$ cat config.mk
export PLATFORM = sky130hd
export DESIGN_NAME = bram_port_master_flat
export DESIGN_NICKNAME = d
export VERILOG_FILES = /design/src/rtl/bram_port_pkg.sv /design/src/rtl/bram_port_master_if.sv /design/src/rtl/bram_rsp_fifo.sv /design/src/rtl/bram_port_master.sv /design/src/flat_wrapper.sv
export SDC_FILE = /design/constraint.sdc
export NUM_CORES = 1
export LEC_CHECK = 0
export CAP_MARGIN = 25
export CORE_MARGIN = 2
export CORE_UTILIZATION = 65
export DETAILED_ROUTE_END_ITERATION = 8
export DONT_BUFFER_PORTS = 1
export PLACE_DENSITY = 0.85
export SYNTH_ARGS = -nofsm -noshare
export SYNTH_HDL_FRONTEND = slang
export SYNTH_HIERARCHICAL = 1
export SYNTH_SLANG_ARGS = --single-unit
$ cat constraint.sdc
create_clock -name CLKA -period 6.6 [get_ports CLKA]
set_input_delay 0.66 -clock CLKA [delete_from_list [all_inputs] [get_ports CLKA]]
set_output_delay 0.66 -clock CLKA [all_outputs]
set_load 0.01 [all_outputs]
$ cat src/rtl/bram_port_pkg.sv
// Shared constants for the block-RAM port master and its response FIFO.
package bram_port_pkg;

  // Default RAM geometry.
  localparam int AW_DEF = 8;
  localparam int DW_DEF = 16;

  // Smallest response FIFO that still sustains one request per cycle.
  localparam int RESP_DEPTH_MIN = 3;

  // Request opcode carried on REQ_WE.
  localparam logic OP_RD = 1'b0;
  localparam logic OP_WR = 1'b1;

  // Width of a counter that must hold the values 0..depth inclusive.
  function automatic int cnt_width(input int depth);
    return $clog2(depth + 1);
  endfunction

endpackage

$ cat src/rtl/bram_port_master_if.sv
// Request, response and RAM-pin bundle of the block-RAM port master.
// slave  : the port master itself (serves requests, drives the RAM pins).
// master : the client side plus the RAM primitive (issues requests, returns DO).
interface bram_port_master_if
  import bram_port_pkg::*;
#(
  parameter int AW = AW_DEF,
  parameter int DW = DW_DEF
) ();

  logic          REQ_VALID;
  logic          REQ_READY;
  logic          REQ_WE;
  logic [AW-1:0] REQ_ADDR;
  logic [DW-1:0] REQ_WDATA;

  logic          RSP_VALID;
  logic          RSP_READY;
  logic [DW-1:0] RSP_RDATA;

  logic          RAM_EN;
  logic          RAM_WE;
  logic [AW-1:0] RAM_ADDR;
  logic [DW-1:0] RAM_DI;
  logic [DW-1:0] RAM_DO;

  logic          BUSY;

  modport slave (
    input  REQ_VALID, REQ_WE, REQ_ADDR, REQ_WDATA, RSP_READY, RAM_DO,
    output REQ_READY, RSP_VALID, RSP_RDATA, RAM_EN, RAM_WE, RAM_ADDR, RAM_DI, BUSY
  );

  modport master (
    output REQ_VALID, REQ_WE, REQ_ADDR, REQ_WDATA, RSP_READY, RAM_DO,
    input  REQ_READY, RSP_VALID, RSP_RDATA, RAM_EN, RAM_WE, RAM_ADDR, RAM_DI, BUSY
  );

endinterface

$ cat src/rtl/bram_rsp_fifo.sv
// Small synchronous FIFO buffering captured read data until the consumer takes it.
// Overflow/underflow protection is left to the caller's credit logic.
module bram_rsp_fifo
  import bram_port_pkg::*;
#(
  parameter  int DW         = DW_DEF,
  parameter  int RESP_DEPTH = RESP_DEPTH_MIN,
  localparam int CNT_W      = cnt_width(RESP_DEPTH)
) (
  input  logic             CLKA,
  input  logic             RSTB,
  input  logic             push_i,
  input  logic [DW-1:0]    push_data_i,
  input  logic             pop_i,
  output logic [DW-1:0]    head_data_o,
  output logic [CNT_W-1:0] count_o
);

  localparam int PTR_W = (RESP_DEPTH > 1) ? $clog2(RESP_DEPTH) : 1;
  localparam logic [PTR_W-1:0] PTR_LAST = PTR_W'(RESP_DEPTH - 1);

  logic [DW-1:0]    mem_q [RESP_DEPTH];
  logic [PTR_W-1:0] wr_ptr_q, wr_ptr_d;
  logic [PTR_W-1:0] rd_ptr_q, rd_ptr_d;
  logic [CNT_W-1:0] count_q, count_d;

  // Pointers wrap at RESP_DEPTH, which need not be a power of two.
  function automatic logic [PTR_W-1:0] ptr_inc(input logic [PTR_W-1:0] p);
    return (p == PTR_LAST) ? '0 : p + 1'b1;
  endfunction

  // Next-state for pointers and occupancy.
  // NOTE: every variable gets its default first, so no path leaves it unassigned and no latch is inferred.
  always_comb begin
    wr_ptr_d = wr_ptr_q;
    rd_ptr_d = rd_ptr_q;
    count_d  = count_q;
    if (push_i) wr_ptr_d = ptr_inc(wr_ptr_q);
    if (pop_i)  rd_ptr_d = ptr_inc(rd_ptr_q);
    case ({push_i, pop_i})
      2'b10:   count_d = count_q + 1'b1;
      2'b01:   count_d = count_q - 1'b1;
      default: count_d = count_q;
    endcase
  end

  // Control state register with synchronous active-high reset.
  // NOTE: non-blocking assignments here so every flop samples pre-edge values regardless of block order.
  always_ff @(posedge CLKA) begin
    if (RSTB) begin
      wr_ptr_q <= '0;
      rd_ptr_q <= '0;
      count_q  <= '0;
    end else begin
      wr_ptr_q <= wr_ptr_d;
      rd_ptr_q <= rd_ptr_d;
      count_q  <= count_d;
    end
  end

  // Data storage write port.
  // NOTE: storage is deliberately not reset; count_q decides which entries are meaningful.
  always_ff @(posedge CLKA) begin
    if (push_i) mem_q[wr_ptr_q] <= push_data_i;
  end

  assign head_data_o = mem_q[rd_ptr_q];
  assign count_o     = count_q;

endmodule

$ cat src/rtl/bram_port_master.sv
// Turns a valid/ready read/write request stream into single-cycle-latency block
// RAM port cycles and returns read data in issue order through a credit-managed
// response FIFO.
module bram_port_master
  import bram_port_pkg::*;
#(
  parameter int AW         = AW_DEF,
  parameter int DW         = DW_DEF,
  parameter int RESP_DEPTH = RESP_DEPTH_MIN
) (
  input logic CLKA,
  input logic RSTB,
  bram_port_master_if.slave bus
);

  localparam int CNT_W = cnt_width(RESP_DEPTH);
  // One extra bit so count + rd_pend cannot overflow before the compare.
  localparam logic [CNT_W:0] DEPTH_C = (CNT_W + 1)'(RESP_DEPTH);

  logic             rd_pend_q, rd_pend_d;
  logic [AW-1:0]    addr_q, addr_d;
  logic [DW-1:0]    di_q, di_d;
  logic [CNT_W-1:0] fifo_count;
  logic [DW-1:0]    fifo_head;
  logic [CNT_W:0]   credit_used;
  logic             req_ready;
  logic             acc;
  logic             rsp_valid;
  logic             rsp_pop;

  // Credit: a read may only be accepted if its response has a guaranteed FIFO
  // slot. Only registered state feeds this, so REQ_READY never combinationally
  // depends on REQ_VALID or RSP_READY; writes are throttled the same way.
  always_comb begin
    credit_used = {1'b0, fifo_count} + {{CNT_W{1'b0}}, rd_pend_q};
    req_ready   = !RSTB && (credit_used < DEPTH_C);
  end

  // Accept decode and RAM address/data next-state; pins hold the last accepted
  // request when idle to avoid needless toggling.
  always_comb begin
    acc       = bus.REQ_VALID && req_ready;
    addr_d    = addr_q;
    di_d      = di_q;
    rd_pend_d = acc && (bus.REQ_WE == OP_RD);
    if (acc) begin
      addr_d = bus.REQ_ADDR;
      di_d   = bus.REQ_WDATA;
    end
  end

  // Read-pending flag and held RAM pin values.
  always_ff @(posedge CLKA) begin
    if (RSTB) begin
      rd_pend_q <= 1'b0;
      addr_q    <= '0;
      di_q      <= '0;
    end else begin
      rd_pend_q <= rd_pend_d;
      addr_q    <= addr_d;
      di_q      <= di_d;
    end
  end

  assign bus.REQ_READY = req_ready;
  assign bus.RAM_EN    = acc;
  assign bus.RAM_WE    = acc && (bus.REQ_WE == OP_WR);
  assign bus.RAM_ADDR  = addr_d;
  assign bus.RAM_DI    = di_d;

  // RAM_DO is valid in the cycle after a read was issued; capture it then.
  bram_rsp_fifo #(
    .DW         (DW),
    .RESP_DEPTH (RESP_DEPTH)
  ) u_rsp_fifo (
    .CLKA        (CLKA),
    .RSTB        (RSTB),
    .push_i      (rd_pend_q),
    .push_data_i (bus.RAM_DO),
    .pop_i       (rsp_pop),
    .head_data_o (fifo_head),
    .count_o     (fifo_count)
  );

  // Response side: masked during reset so nothing stale is presented or popped.
  assign rsp_valid     = !RSTB && (fifo_count != '0);
  assign rsp_pop       = rsp_valid && bus.RSP_READY;
  assign bus.RSP_VALID = rsp_valid;
  assign bus.RSP_RDATA = rsp_valid ? fifo_head : '0;
  assign bus.BUSY      = rd_pend_q || (fifo_count != '0);

endmodule

$ cat src/flat_wrapper.sv
// flat-port wrapper written by rule: the top's interface ports become plain ports
module bram_port_master_flat import bram_port_pkg::*;
#(
  parameter int AW         = AW_DEF,
  parameter int DW         = DW_DEF,
  parameter int RESP_DEPTH = RESP_DEPTH_MIN
)
  (CLKA, RSTB, bus_REQ_VALID, bus_REQ_WE, bus_REQ_ADDR, bus_REQ_WDATA, bus_RSP_READY, bus_RAM_DO, bus_REQ_READY, bus_RSP_VALID, bus_RSP_RDATA, bus_RAM_EN, bus_RAM_WE, bus_RAM_ADDR, bus_RAM_DI, bus_BUSY);
  bram_port_master_if #(.AW(AW), .DW(DW)) bus_i ();
  input logic CLKA;
  input logic RSTB;
  input wire logic [$bits(bus_i.REQ_VALID)-1:0] bus_REQ_VALID;
  input wire logic [$bits(bus_i.REQ_WE)-1:0] bus_REQ_WE;
  input wire logic [$bits(bus_i.REQ_ADDR)-1:0] bus_REQ_ADDR;
  input wire logic [$bits(bus_i.REQ_WDATA)-1:0] bus_REQ_WDATA;
  input wire logic [$bits(bus_i.RSP_READY)-1:0] bus_RSP_READY;
  input wire logic [$bits(bus_i.RAM_DO)-1:0] bus_RAM_DO;
  output wire logic [$bits(bus_i.REQ_READY)-1:0] bus_REQ_READY;
  output wire logic [$bits(bus_i.RSP_VALID)-1:0] bus_RSP_VALID;
  output wire logic [$bits(bus_i.RSP_RDATA)-1:0] bus_RSP_RDATA;
  output wire logic [$bits(bus_i.RAM_EN)-1:0] bus_RAM_EN;
  output wire logic [$bits(bus_i.RAM_WE)-1:0] bus_RAM_WE;
  output wire logic [$bits(bus_i.RAM_ADDR)-1:0] bus_RAM_ADDR;
  output wire logic [$bits(bus_i.RAM_DI)-1:0] bus_RAM_DI;
  output wire logic [$bits(bus_i.BUSY)-1:0] bus_BUSY;
  assign bus_i.REQ_VALID = bus_REQ_VALID;
  assign bus_i.REQ_WE = bus_REQ_WE;
  assign bus_i.REQ_ADDR = bus_REQ_ADDR;
  assign bus_i.REQ_WDATA = bus_REQ_WDATA;
  assign bus_i.RSP_READY = bus_RSP_READY;
  assign bus_i.RAM_DO = bus_RAM_DO;
  assign bus_REQ_READY = bus_i.REQ_READY;
  assign bus_RSP_VALID = bus_i.RSP_VALID;
  assign bus_RSP_RDATA = bus_i.RSP_RDATA;
  assign bus_RAM_EN = bus_i.RAM_EN;
  assign bus_RAM_WE = bus_i.RAM_WE;
  assign bus_RAM_ADDR = bus_i.RAM_ADDR;
  assign bus_RAM_DI = bus_i.RAM_DI;
  assign bus_BUSY = bus_i.BUSY;
  bram_port_master #(.AW(AW), .DW(DW), .RESP_DEPTH(RESP_DEPTH)) u_core (.CLKA(CLKA), .RSTB(RSTB), .bus(bus_i));
endmodule
## After elaboration in Yosys (flattened, before gate mapping)

Memories as Yosys holds them, arrays and structs flattened. A register that Yosys moved wholly into a read port is not among the register bits.
Index checks and enable logic that the tools add are counted.

- Bits in registers: 31
- RAM bits: 48
- Input bits: 45
- Output and inout port bits: 45
- Word-level logic and storage cells: 38
- Memories: 1

- $add $sub $neg: 5
- Magnitude comparators: 1
- Equality and inequality tests: 4
- Multiplexer cells: 10
- Bitwise logic cells: 1
- Reductions and logical operators: 10

Memories:

| name | depth | bits a word | rd ports | clocked after memory_dff | write ports | line | RTL |
|---|---|---|---|---|---|---|---|
| u_core.u_rsp_fifo.mem_q | 3 | 16 | 1 | 1 | 1 | bram_rsp_fifo.sv:22 | `logic [DW-1:0] mem_q [RESP_DEPTH];` |

Operator list:

| cell | count |
|---|---|
| 16-bit two-way mux | 2 |
| 2-bit two-way mux | 4 |
| 8-bit two-way mux | 1 |
| 2-bit by 1-bit adder with 2-bit output, second input constant | 3 |
| 2-bit equality test, second input constant | 3 |
| 1-bit logical AND | 6 |
| 2-bit one-hot mux with 2 select lines | 1 |
| 2-bit nonzero test | 2 |
| 2-bit by 1-bit adder with 3-bit output | 1 |
| 3-bit by 2-bit < comparator with 1-bit output, second input constant | 1 |
| 2-bit by 1-bit equality test with 1-bit output, second input constant | 1 |
| 1-bit two-way mux | 2 |
| 2-bit by 1-bit subtractor with 2-bit output, second input constant | 1 |
| 1-bit zero test | 1 |
| 1-bit logical OR | 1 |
| 1-bit inverter | 1 |

## Depth between registers and ports, before layout

Gate-level depths: netlist (run 1).

- Word-level depth: 5
- Depth in mapped cells: 7
- Depth with buffers taken out: 7

## Hierarchy

The synthesis (run 1) kept the hierarchy.

By module, submodules not included:

| module | times used | cells an instance | area each (um2) | sequential area each (um2) |
|---|---|---|---|---|
| bram_rsp_fifo | 1 | 133 | 2073.2 | 1601.5 |
| bram_port_master | 1 | 166 | 1487.7 | 500.5 |

## Worst setup path before layout (run 1)

No wires, ideal clock.

- Path kind: reg-to-output
- Start point: register u_core.rd_pend_q
- End point: output port bus_RAM_ADDR[2]
- Data arrival time: 1.825 ns
- Required time: 5.940 ns
- Path slack: 4.115 ns
- Stages on the path, launching flop included: 7
- Path buffers: 1
- Cells stage by stage: dfxtp_1 ha_1 ha_1 a211oi_4 nand2_4 buf_6 mux2_4

- Longest elaborated chain between the ends: 5

Ends and longest elaborated chain:

| element | line | RTL |
|---|---|---|
| start: declaration | bram_port_master.sv:20 | `logic rd_pend_q, rd_pend_d;` |
| start signal: assignment | bram_port_master.sv:59 | `rd_pend_q <= rd_pend_d;` |
| 2-bit by 1-bit adder with 3-bit output | bram_port_master.sv:35 | `credit_used = {1'b0, fifo_count} + {{CNT_W{1'b0}}, rd_pend_q};` |
| 3-bit by 2-bit < comparator with 1-bit output | bram_port_master.sv:36 | `req_ready = !RSTB && (credit_used < DEPTH_C);` |
| 1-bit logical AND | bram_port_master.sv:36 |  |
| named net bus_REQ_READY | flat_wrapper.sv:18 | `output wire logic [$bits(bus_i.REQ_READY)-1:0] bus_REQ_READY;` |
| 1-bit logical AND | bram_port_master.sv:42 | `acc = bus.REQ_VALID && req_ready;` |
| 8-bit two-way mux | bram_port_master.sv:46 | `if (acc) begin` |
| end: declaration | flat_wrapper.sv:23 | `output wire logic [$bits(bus_i.RAM_ADDR)-1:0] bus_RAM_ADDR;` |

The timed path passes the listed nets, and every way through them passes these cells.

## Final worst setup path (run 1)

- Start point: register u_core.rd_pend_q
- End point: output port bus_RAM_DI[12]

- Longest elaborated chain between the ends: 5

Ends and longest elaborated chain:

| element | line | RTL |
|---|---|---|
| 2-bit by 1-bit adder with 3-bit output | bram_port_master.sv:35 |  |
| 3-bit by 2-bit < comparator with 1-bit output | bram_port_master.sv:36 |  |
| 1-bit logical AND | bram_port_master.sv:36 |  |
| named net bus_REQ_READY | flat_wrapper.sv:18 |  |
| 1-bit logical AND | bram_port_master.sv:42 |  |
| 16-bit two-way mux | bram_port_master.sv:46 |  |
| end: declaration | flat_wrapper.sv:24 | `output wire logic [$bits(bus_i.RAM_DI)-1:0] bus_RAM_DI;` |

The timed path passes the listed nets, and every way through them passes these cells.

==> impl_metrics.env, run 1 <==
export IMPL_finalCritPeriodShare=0.4677
export IMPL_antenna_found_initial=0
export IMPL_clock_sinks=81
export IMPL_ys_seq_area_frac=0.5903
export IMPL_path_class="reg2out"
export IMPL_slew_viol_final=0
export IMPL_slowest_delay_ns=0.41
export IMPL_drive_gt1_frac=0.1639
export IMPL_grt_pass1_vias=2193
export IMPL_outcome="completed"
export IMPL_synth_most_common_cell="edfxtp_1"
export IMPL_startpoint="u_core/rd_pend_q"
export IMPL_avgSynthCellArea_sq_um=11.91
export IMPL_p_leak_nw=1.342
export IMPL_timing_rr_end="u_core/di_q[12]"
export IMPL_ir_drop_mv=0.1469
export IMPL_max_clock_path_buffers=2
export IMPL_r2r_start="u_core/rd_pend_q"
export IMPL_ios=90
export IMPL_ant_nets=0
export IMPL_place_inst=352
export IMPL_intPower_mw=0.8005
export IMPL_netlist_top_cells_count="48 x edfxtp_1, 41 x o21ai_0, 33 x dfxtp_1"
export IMPL_holdCritPathClass="in2reg"
export IMPL_initial_core_util=0.6841
export IMPL_crit_chain="ha_1 > ha_1 > a211oi_4 > nand2_4 > mux2_4"
export IMPL_r2r_setup_slack_ns=4.45
export IMPL_maxCapViolCount=0
export IMPL_power_switching_mw=0.2246
export IMPL_setup_viol=0
export IMPL_start_kind="flop"
export IMPL_die_w_um=78.02
export IMPL_pwr_share_clk=0.379
export IMPL_r2r_cells=5
export IMPL_core_sq_mm=0.005205
export IMPL_rsz0062_at_grt="no"
export IMPL_yosysTopAreaCellShare=0.4048
export IMPL_finalHoldViolCount=0
export IMPL_synth_area_sq_mm=0.003561
export IMPL_num_vias=2212
export IMPL_dp_slack_ns=3.871
export IMPL_via_per_inst=5.995
export IMPL_rows=26
export IMPL_arrival_ns=2.43
export IMPL_worstMarginPinSlew_ns=1.030
export IMPL_skew_ns=0.008970
export IMPL_routedWlPerCell_um=16.60
export IMPL_gp_routability_congestion=0.7089
export IMPL_syn_nets=347
export IMPL_crit_required_ns=5.94
export IMPL_synth_cells=299
export IMPL_p_comb_frac=0.076
export IMPL_critPathMaxFanout=26
export IMPL_synth_area_top_cells="edfxtp_1 40%, dfxtp_1 19%, mux2_4 7.6%"
export IMPL_synth_edf_count=48
export IMPL_clk_latency_ns=0.34
export IMPL_cts_resized=0
export IMPL_hold_ws_ns=0.3796
export IMPL_period_needed_ns=3.087
export IMPL_diodes=0
export IMPL_slowest_stage="a211oi_4"
export IMPL_cp_end_kind="output port"
export IMPL_area_growth_pct=6.536
export IMPL_hpwlAfterDp_mm=3.947
export IMPL_port_buffer_count=0
export IMPL_grt_remaining_overflow=0
export IMPL_grt_pass1_wl_mm=10.22
export IMPL_drcViolationCount=0
export IMPL_cts_htree_levels=3
export IMPL_wl_mm=6.127
export IMPL_final_net_count=342
export IMPL_synthFlopType="edfxtp_1"
export IMPL_grt_use_total=0.2161
export IMPL_p_total_mw=1.025
export IMPL_cts_tree="built"
export IMPL_fmax_mhz=324.0
export IMPL_p_per_area_mw_per_mm2=270.2
export IMPL_hold_buffers=0
export IMPL_crit_path_frequent_cell="ha_1"
export IMPL_yosys_cell_types_count=29
export IMPL_setup_slack_ns=3.513
export IMPL_yosysTopAreaCell="edfxtp_1"
export IMPL_firstDrtPassIters=5
export IMPL_fin_cells=369
export IMPL_grt_max_degree=33
export IMPL_numCtsBuffers=9
export IMPL_die_y_um=78.02
export IMPL_worstSetupEndpoint="bus_RAM_DI[12]"
export IMPL_die_area_sq_mm=0.006086
export IMPL_ys_seq_elements=81
export IMPL_cts_root_buf="clkbuf_8"
export IMPL_slew_headroom=0.3136
export IMPL_ys_warn_count=6
export IMPL_clk_pin_slew_ns=0.08
export IMPL_ys_async_sr_fraction=0
export IMPL_setup_tns_ns=0
export IMPL_p_seq_frac=0.546
export IMPL_switching_share=0.2191
export IMPL_drtIter0Drc=132
export IMPL_post_cts_buffers=0
final cells by class:
type | count | area, sq um
clock buffer | 10 | 127.6
clock inverter | 6 | 91.34
fill | 357 | 1411
inverter | 4 | 15.01
multi-input combinational | 194 | 1340
sequential | 81 | 2102
tap | 70 | 87.58
timing repair buffer | 4 | 30.03
worst max-delay path: cells and delay by family, from the launching register on:
family                     cells  cell delay [ns]
AOI/OAI and AO/OA              1             0.41
DFF                            1             0.37
muxes                          1             0.41
and+or+nand+nor                1             0.32
adders and majority gates      2             0.57
metrics by stage:
stage | area, sq um | utilization
after global routing | 3794 | 0.7288
final | 3794 | 0.7288
after detailed placement | 3567 | 0.6853
after global placement | 3567 | 0.6853
after CTS | 3786 | 0.7274
after floorplan | 3561 | -
registers in the layout, indices dropped and copies added (netlist names), named ones only:
register and flops:
u_core/rd_pend_q 1, u_core/u_rsp_fifo/rd_ptr_q 2, u_core/u_rsp_fifo/wr_ptr_q 2, u_core/u_rsp_fifo/count_o 2
u_core/di_q 16, u_core/addr_q 8, u_core/u_rsp_fifo/mem_q 48
cell families after synthesis:
| family | after synthesis | share of synthesized area |
|---|---|---|
| DFF | 81 | 0.5903 |
| adders and majority gates | 3 | 0.01054 |
| xor gates and xnor gates | 2 | 0.004920 |
| and+or+nand+nor | 76 | 0.1079 |
| muxes | 41 | 0.1430 |
| AOI/OAI and AO/OA | 72 | 0.1075 |
| buffers and inverters | 24 | 0.03584 |
power groups by stage:
stage | clock network [mW] | logic (mW) | registers (mW)
2_1_floorplan | 0 | 0.0763 | 0.566
3_3_place_gp | 0 | 0.0747 | 0.570
3_5_place_dp | 0 | 0.0771 | 0.571
4_1_cts | 0.393 | 0.0775 | 0.559
5_1_grt | 0.414 | 0.0855 | 0.561
6_report | 0.388 | 0.0777 | 0.559
how the worst min path moves through the flow:
stage                                 from               end  slack [ns]  depth (start not counted)
after floorplan           u_core/addr_q[1]  u_core/addr_q[1]        0.45                          2
after global placement    u_core/addr_q[5]  u_core/addr_q[5]        0.45                          2
after detailed placement  u_core/addr_q[0]  u_core/addr_q[0]        0.46                          2
after CTS                             RSTB    u_core/di_q[6]        0.37                          1
after global routing            bus_REQ_WE  u_core/rd_pend_q        0.36                          1
final                           bus_REQ_WE  u_core/rd_pend_q        0.38                          1
metal layers:
layer,track usage,routed length [um]
met4,0.09649,119
met3,0.06552,488
met1,0.2575,2554
met2,0.3629,2965
met5,0,0
layout by cell type, fill, tap and decap left out, types with 2 or more instances in the layout:
cell,instances
a21oi_1,27
and2_1,17
buf_4,4
bufinv_16,2
clkbuf_8,9
clkinvlp_4,3
dfxtp_1,33
edfxtp_1,48
ha_1,3
inv_1,4
mux2_2,7
mux2_4,18
mux2i_1,16
nand2_1,19
nand3_1,24
nor2_1,8
o21ai_0,41
or3_1,2
Note: power is estimated with default switching activity, not from simulation.
==> inputs of run 2 (changes only) <==
Settings changed: CORE_UTILIZATION 65 to 62, PLACE_DENSITY 0.85 to 0.82.
Clock period 6.6 ns to 3.2 ns, I/O delays scaled along.
==> run 2 against run 1 <==
  * Power increased by 96%
  * Combinational power increased by 110%
  * Clock skew increased by 0.0020 ns
  * Routed wire length decreased by 2.0%
  * Clock-buffer cell count increased by 1
  * First-iteration DRC count decreased by 1.5%
  * Largest power group unchanged
  * Clock power increased by 78%
==> impl_metrics.env, run 2 (synthesis gave the netlist of run 1 again) <==
export IMPL_firstDrtPassIters=4
export IMPL_whs_path_depth=1
export IMPL_final_net_count=343
export IMPL_hold_start="RSTB"
export IMPL_grt_remaining_overflow=0
export IMPL_hold_buffers=0
export IMPL_die_w_um=79.79
export IMPL_grt_max_degree=33
export IMPL_drtIter0Drc=130
export IMPL_slowest_stage="mux2_4"
export IMPL_outcome="completed"
export IMPL_topRoutingLayerUsed="met4"
export IMPL_slew_headroom=0.3645
export IMPL_crit_path_frequent_cell="ha_1"
export IMPL_drive_gt1_frac=0.1633
export IMPL_regMostFlops="u_core/u_rsp_fifo/mem_q"
export IMPL_rsz0062_at_grt="no"
export IMPL_grt_use_total=0.1951
export IMPL_start_kind="flop"
export IMPL_holdCritPathClass="in2reg"
export IMPL_wl_met3_um=457
export IMPL_routedWlPerCell_um=16.14
export IMPL_die_y_um=79.79
export IMPL_setup_tns_ns=0
export IMPL_rows=27
export IMPL_period_needed_ns=2.719
export IMPL_path_class="reg2out"
export IMPL_finalCritPeriodShare=0.8498
export IMPL_min_to="u_core/di_q[0]"
export IMPL_skew_ns=0.01102
export IMPL_wl_met1_mm=2.539
export IMPL_slew_viol_final=0
export IMPL_crit_required_ns=2.88
export IMPL_die_area_sq_mm=0.006366
export IMPL_crit_chain="ha_1 > ha_1 > a211oi_4 > nand2_4 > mux2_4"
export IMPL_largest_reg_flops=48
export IMPL_ant_nets=0
export IMPL_p_comb_frac=0.080
export IMPL_pwr_share_clk=0.344
export IMPL_core_sq_mm=0.005540
export IMPL_drcViolationCount=0
export IMPL_numCtsBuffers=9
export IMPL_critPathMaxFanout=26
export IMPL_diodes=0
export IMPL_grt_pass1_wl_mm=9.446
export IMPL_p_per_area_mw_per_mm2=531.4
export IMPL_ios=90
export IMPL_r2r_start="u_core/rd_pend_q"
export IMPL_cts_root_buf="clkbuf_8"
export IMPL_ir_drop_mv=0.3414
export IMPL_port_buffer_count=0
export IMPL_power_switching_mw=0.4351
export IMPL_r2r_setup_slack_ns=1.26
export IMPL_hpwlAfterDp_mm=3.812
export IMPL_intPower_mw=1.569
export IMPL_cts_tree="built"
export IMPL_slowest_delay_ns=0.41
export IMPL_fin_util=0.6809
export IMPL_setup_viol=0
export IMPL_r2r_cells=5
export IMPL_area_growth_pct=5.938
export IMPL_num_vias=2177
export IMPL_p_seq_frac=0.576
export IMPL_gp_routability_congestion=0.6515
export IMPL_timing_rr_end="u_core/di_q[8]"
export IMPL_startpoint="u_core/rd_pend_q"
export IMPL_grt_pass1_vias=2034
export IMPL_cp_end_kind="output port"
export IMPL_antenna_found_initial=0
export IMPL_cts_htree_levels=3
export IMPL_clk_latency_ns=0.33
export IMPL_clk_pin_slew_ns=0.07
export IMPL_switching_share=0.2171
export IMPL_max_clock_path_buffers=2
export IMPL_final_common_cell="edfxtp_1"
export IMPL_dr_wl_met2_mm=2.946
export IMPL_final_cell_mix="48 x edfxtp_1, 41 x o21ai_0, 33 x dfxtp_1"
export IMPL_reg_top3="u_core/u_rsp_fifo/mem_q x48, u_core/di_q x16, u_core/addr_q x8"
export IMPL_p_leak_nw=1.341
export IMPL_post_cts_buffers=0
export IMPL_via_per_inst=5.852
export IMPL_fmax_mhz=367.7
export IMPL_p_total_mw=2.005
export IMPL_clock_sinks=81
export IMPL_maxCapViolCount=0
export IMPL_finalHoldViolCount=0
export IMPL_arrival_ns=2.40
export IMPL_cts_resized=0
export IMPL_initial_core_util=0.6427
export IMPL_wl_mm=6.004
export IMPL_worstMarginPinSlew_ns=0.9520
[run 2: cell types whose count changed in the layout (fill, tap and decap cells not counted), sizes merged]
cell / previous run / this run
buf: 4 / 5
bufinv: 2 / 1
clkbuf: 10 / 11
clkinv: 0 / 3
clkinvlp: 3 / 1
inv: 5 / 4
[run 2: final cells by class]
class | count | area [sq um]
Clock inverter | 5 | 56.30
Clock buffer | 11 | 131.4
Inverter | 4 | 15.01
Timing Repair Buffer | 5 | 37.54
Fill cell | 435 | 1768
Multi-Input combinational cell | 194 | 1340
Tap cell | 72 | 90.09
Sequential cell | 81 | 2102
[run 2: power by group through the flow]
| stage | logic, mW | registers [mW] | clock network, mW |
|---|---|---|---|
| after floorplan | 0.157 | 1.17 | 0 |
| after global placement | 0.157 | 1.18 | 0 |
| after detailed placement | 0.161 | 1.18 | 0 |
| after CTS | 0.162 | 1.15 | 0.708 |
| after global routing | 0.177 | 1.16 | 0.755 |
| final | 0.160 | 1.15 | 0.690 |
[run 2: metrics by stage]
stage          cells  area, sq um  hold WS (ns)  worst slack (ns)
2_1_floorplan    299         3561        0.3891             1.055
3_3_place_gp     356         3585        0.3918            0.8745
3_5_place_dp     356         3585        0.3940            0.8243
4_1_cts          372         3772       0.03330            0.4469
5_1_grt          372         3772       0.03068            0.3516
6_report         372         3772       0.04990            0.4806
[run 2: worst max-delay path, delay by kind of cell, from the launching register on]
| family | cells | cell delay, ns |
|---|---|---|
| AOI/OAI and AO/OA | 1 | 0.40 |
| muxes | 1 | 0.41 |
| adders and majority gates | 2 | 0.56 |
| DFF | 1 | 0.36 |
| and+or+nand+nor | 1 | 0.33 |
[run 2: how the worst max path moves through the flow]
| stage | to | slack, ns | cells after the start |
|---|---|---|---|
| after floorplan | bus_RAM_ADDR[2] | 1.05 | 6 |
| after global placement | bus_RAM_DI[8] | 0.87 | 5 |
| after detailed placement | bus_RAM_ADDR[0] | 0.82 | 5 |
| after CTS | bus_RAM_DI[2] | 0.45 | 5 |
| after global routing | bus_RAM_DI[2] | 0.35 | 5 |
| final | bus_RAM_DI[2] | 0.48 | 5 |
[run 2: metal layers]
metal	track usage	vias up
li1	-	1068
met1	0.2403	1023
met2	0.3286	80
met3	0.04864	6
met4	0.08136	0
met5	0	-
==> inputs of run 3 (changes only) <==
Settings changed: CORE_UTILIZATION 62 to 56, PLACE_DENSITY 0.82 to 0.78.
Clock period 3.2 ns to 2.4 ns, I/O delays scaled along.
==> run 3 against run 2 <==
  * Register-to-register slack got worse by 0.75 ns
  * Clock-buffer cell count is the same
  * Clock skew shrank 0.0037 ns
  * Critical path type unchanged
  * Hold slack worse by 0.0052 ns
  * Largest cell class unchanged
==> impl_metrics.env, run 3 (synthesis gave the netlist of run 1 again) <==
export IMPL_r2r_start="u_core/rd_pend_q"
export IMPL_die_w_um=83.74
export IMPL_setup_viol=0
export IMPL_ios=90
export IMPL_cp_num_buf_inv=1
export IMPL_r2r_cells=5
export IMPL_clk_pin_slew_ns=0.08
export IMPL_r2r_setup_slack_ns=0.51
export IMPL_clk_latency_ns=0.34
export IMPL_area_growth_pct=15.00
export IMPL_path_class="reg2out"
export IMPL_period_needed_ns=2.318
export IMPL_fill_cells=478
export IMPL_die_y_um=83.74
export IMPL_crit_chain="ha_1 > ha_2 > a211oi_4 > buf_4 > nand2_8 > mux2_4"
export IMPL_hold_ws_ns=0.04470
export IMPL_regArea_sq_mm=0.002110
export IMPL_final_net_count=369
export IMPL_worstMarginPinSlew_ns=0.6251
export IMPL_regMostFlops="u_core/u_rsp_fifo/mem_q"
export IMPL_via_per_inst=5.668
export IMPL_skew_ns=0.007361
export IMPL_antenna_found_initial=1
export IMPL_grt_use_total=0.2020
export IMPL_critPathMaxFanout=13
export IMPL_gp_routability_congestion=0.6726
export IMPL_final_cell_mix="48 x edfxtp_1, 41 x o21ai_0, 31 x dfxtp_1"
export IMPL_clock_sinks=81
export IMPL_rows=29
export IMPL_firstDrtPassIters=6
export IMPL_multi_input_area_sq_mm=0.001371
export IMPL_largest_reg_flops=48
export IMPL_core_sq_mm=0.006241
export IMPL_finalHoldViolCount=0
export IMPL_hpwlAfterDp_mm=4.240
export IMPL_crit_required_ns=2.16
export IMPL_slowest_delay_ns=0.37
export IMPL_max_clock_path_buffers=2
export IMPL_drtIter0Drc=153
export IMPL_final_common_cell="edfxtp_1"
export IMPL_cp_top_family="adder cells"
export IMPL_slew_viol_final=0
export IMPL_arrival_ns=2.08
export IMPL_setup_tns_ns=0
export IMPL_reg_top3="u_core/u_rsp_fifo/mem_q x48, u_core/di_q x16, u_core/addr_q x8"
export IMPL_outcome="completed"
export IMPL_slowest_stage="dfxtp_4"
export IMPL_grt_max_degree=30
export IMPL_cp_end_kind="output port"
export IMPL_maxCapViolCount=0
export IMPL_worstSetupEndpoint="bus_RAM_DI[11]"
export IMPL_setup_slack_ns=0.08214
export IMPL_numCtsBuffers=9
export IMPL_cts_htree_levels=3
export IMPL_grt_remaining_overflow=0
export IMPL_die_area_sq_mm=0.007012
export IMPL_p_per_area_mw_per_mm2=697.2
export IMPL_p_leak_nw=1.472
export IMPL_slew_headroom=0.5833
export IMPL_dp_slack_ns=0.2200
export IMPL_drive_gt1_frac=0.1902
export IMPL_startpoint="u_core/rd_pend_q"
export IMPL_wl_mm=6.712
export IMPL_grt_pass1_vias=2274
export IMPL_ir_drop_mv=0.5145
export IMPL_timing_rr_end="u_core/addr_q[7]"
export IMPL_port_buffer_count=0
export IMPL_routedWlPerCell_um=16.61
export IMPL_cts_root_buf="clkbuf_8"
export IMPL_drcViolationCount=0
export IMPL_cp_num_cells=6
export IMPL_cts_tree="built"
export IMPL_initial_core_util=0.5706
export IMPL_finalCritPeriodShare=0.9658
export IMPL_ant_nets=0
export IMPL_holdCritPathClass="in2reg"
export IMPL_fmax_mhz=431.4
export IMPL_num_vias=2290
export IMPL_grt_pass1_wl_mm=11.13
export IMPL_start_kind="flop"
## run 3: changes by cell type in the layout (fill, tap and decap cells not counted), sizes merged
cell / previous run / this run
dlygate4sd3: 0 / 18
buf: 5 / 12
clkinv: 3 / 2
diode: 0 / 1
inv: 4 / 5
nand2: 20 / 21
## run 3: worst register-to-register path, delay by kind of cell (launching register included)
kind / cells / cell delay (ns)
AO/OA/AOI/OAI: 3 / 0.87
adder cells (fa/ha/maj): 2 / 0.58
flip-flops: 1 / 0.37
## run 3: worst min-delay path by stage
stage	from	end	cells after the start
floorplan	RSTB	u_core/u_rsp_fifo/count_o[1]	1
global placement	RSTB	u_core/u_rsp_fifo/count_o[1]	1
detailed placement	RSTB	u_core/u_rsp_fifo/count_o[1]	1
CTS	bus_REQ_VALID	u_core/di_q[8]	2
global route	bus_REQ_VALID	u_core/di_q[8]	2
finish	bus_REQ_VALID	u_core/di_q[8]	2
## run 3: timing repair
item | CTS | global route
resized for setup | 1 | 6
endpoints found under the setup margin | 24 | 24
hold buffers | 18 | 0
pin swaps | 2 | 0
gates cloned | 1 | 0
buffers inserted | 2 | 0
hold endpoints to repair | 80 | 0
## run 3: stage by stage
step,utilization,power [mW],std cells,cell area [sq um]
finish,0.6562,2.855,404,4095
global route,0.6562,2.981,404,4095
CTS,0.6504,2.880,402,4059
detailed placement,0.5802,1.789,365,3621
global placement,0.5802,1.781,365,3621
floorplan,-,1.766,299,3561
## run 3: routing by layer
metal / share of wire / global-route usage / up-vias
li1: - / - / 1121
met1: 0.43 / 0.2606 / 1082
met2: 0.50 / 0.3236 / 80
met3: 0.063 / 0.06429 / 7
met4: 0.011 / 0.07038 / 0
met5: 0 / 0 / -
## run 3: report_power, final
group	internal (mW)	switching [mW]
clock	0.576	0.475
sequential	1.51	0.0212
combinational	0.131	0.142
## run 3: layout make-up
| type | count | share of cell area |
|---|---|---|
| multi-input cells | 195 | 0.3349 |
| inverters | 4 | 0.003666 |
| flip-flops and latches | 81 | 0.5151 |
| clock buffers | 11 | 0.03972 |
| clock inverters | 5 | 0.01467 |
| diodes | 1 | 0.0006111 |
| repair buffers | 30 | 0.06783 |
| well taps | 77 | 0.02353 |
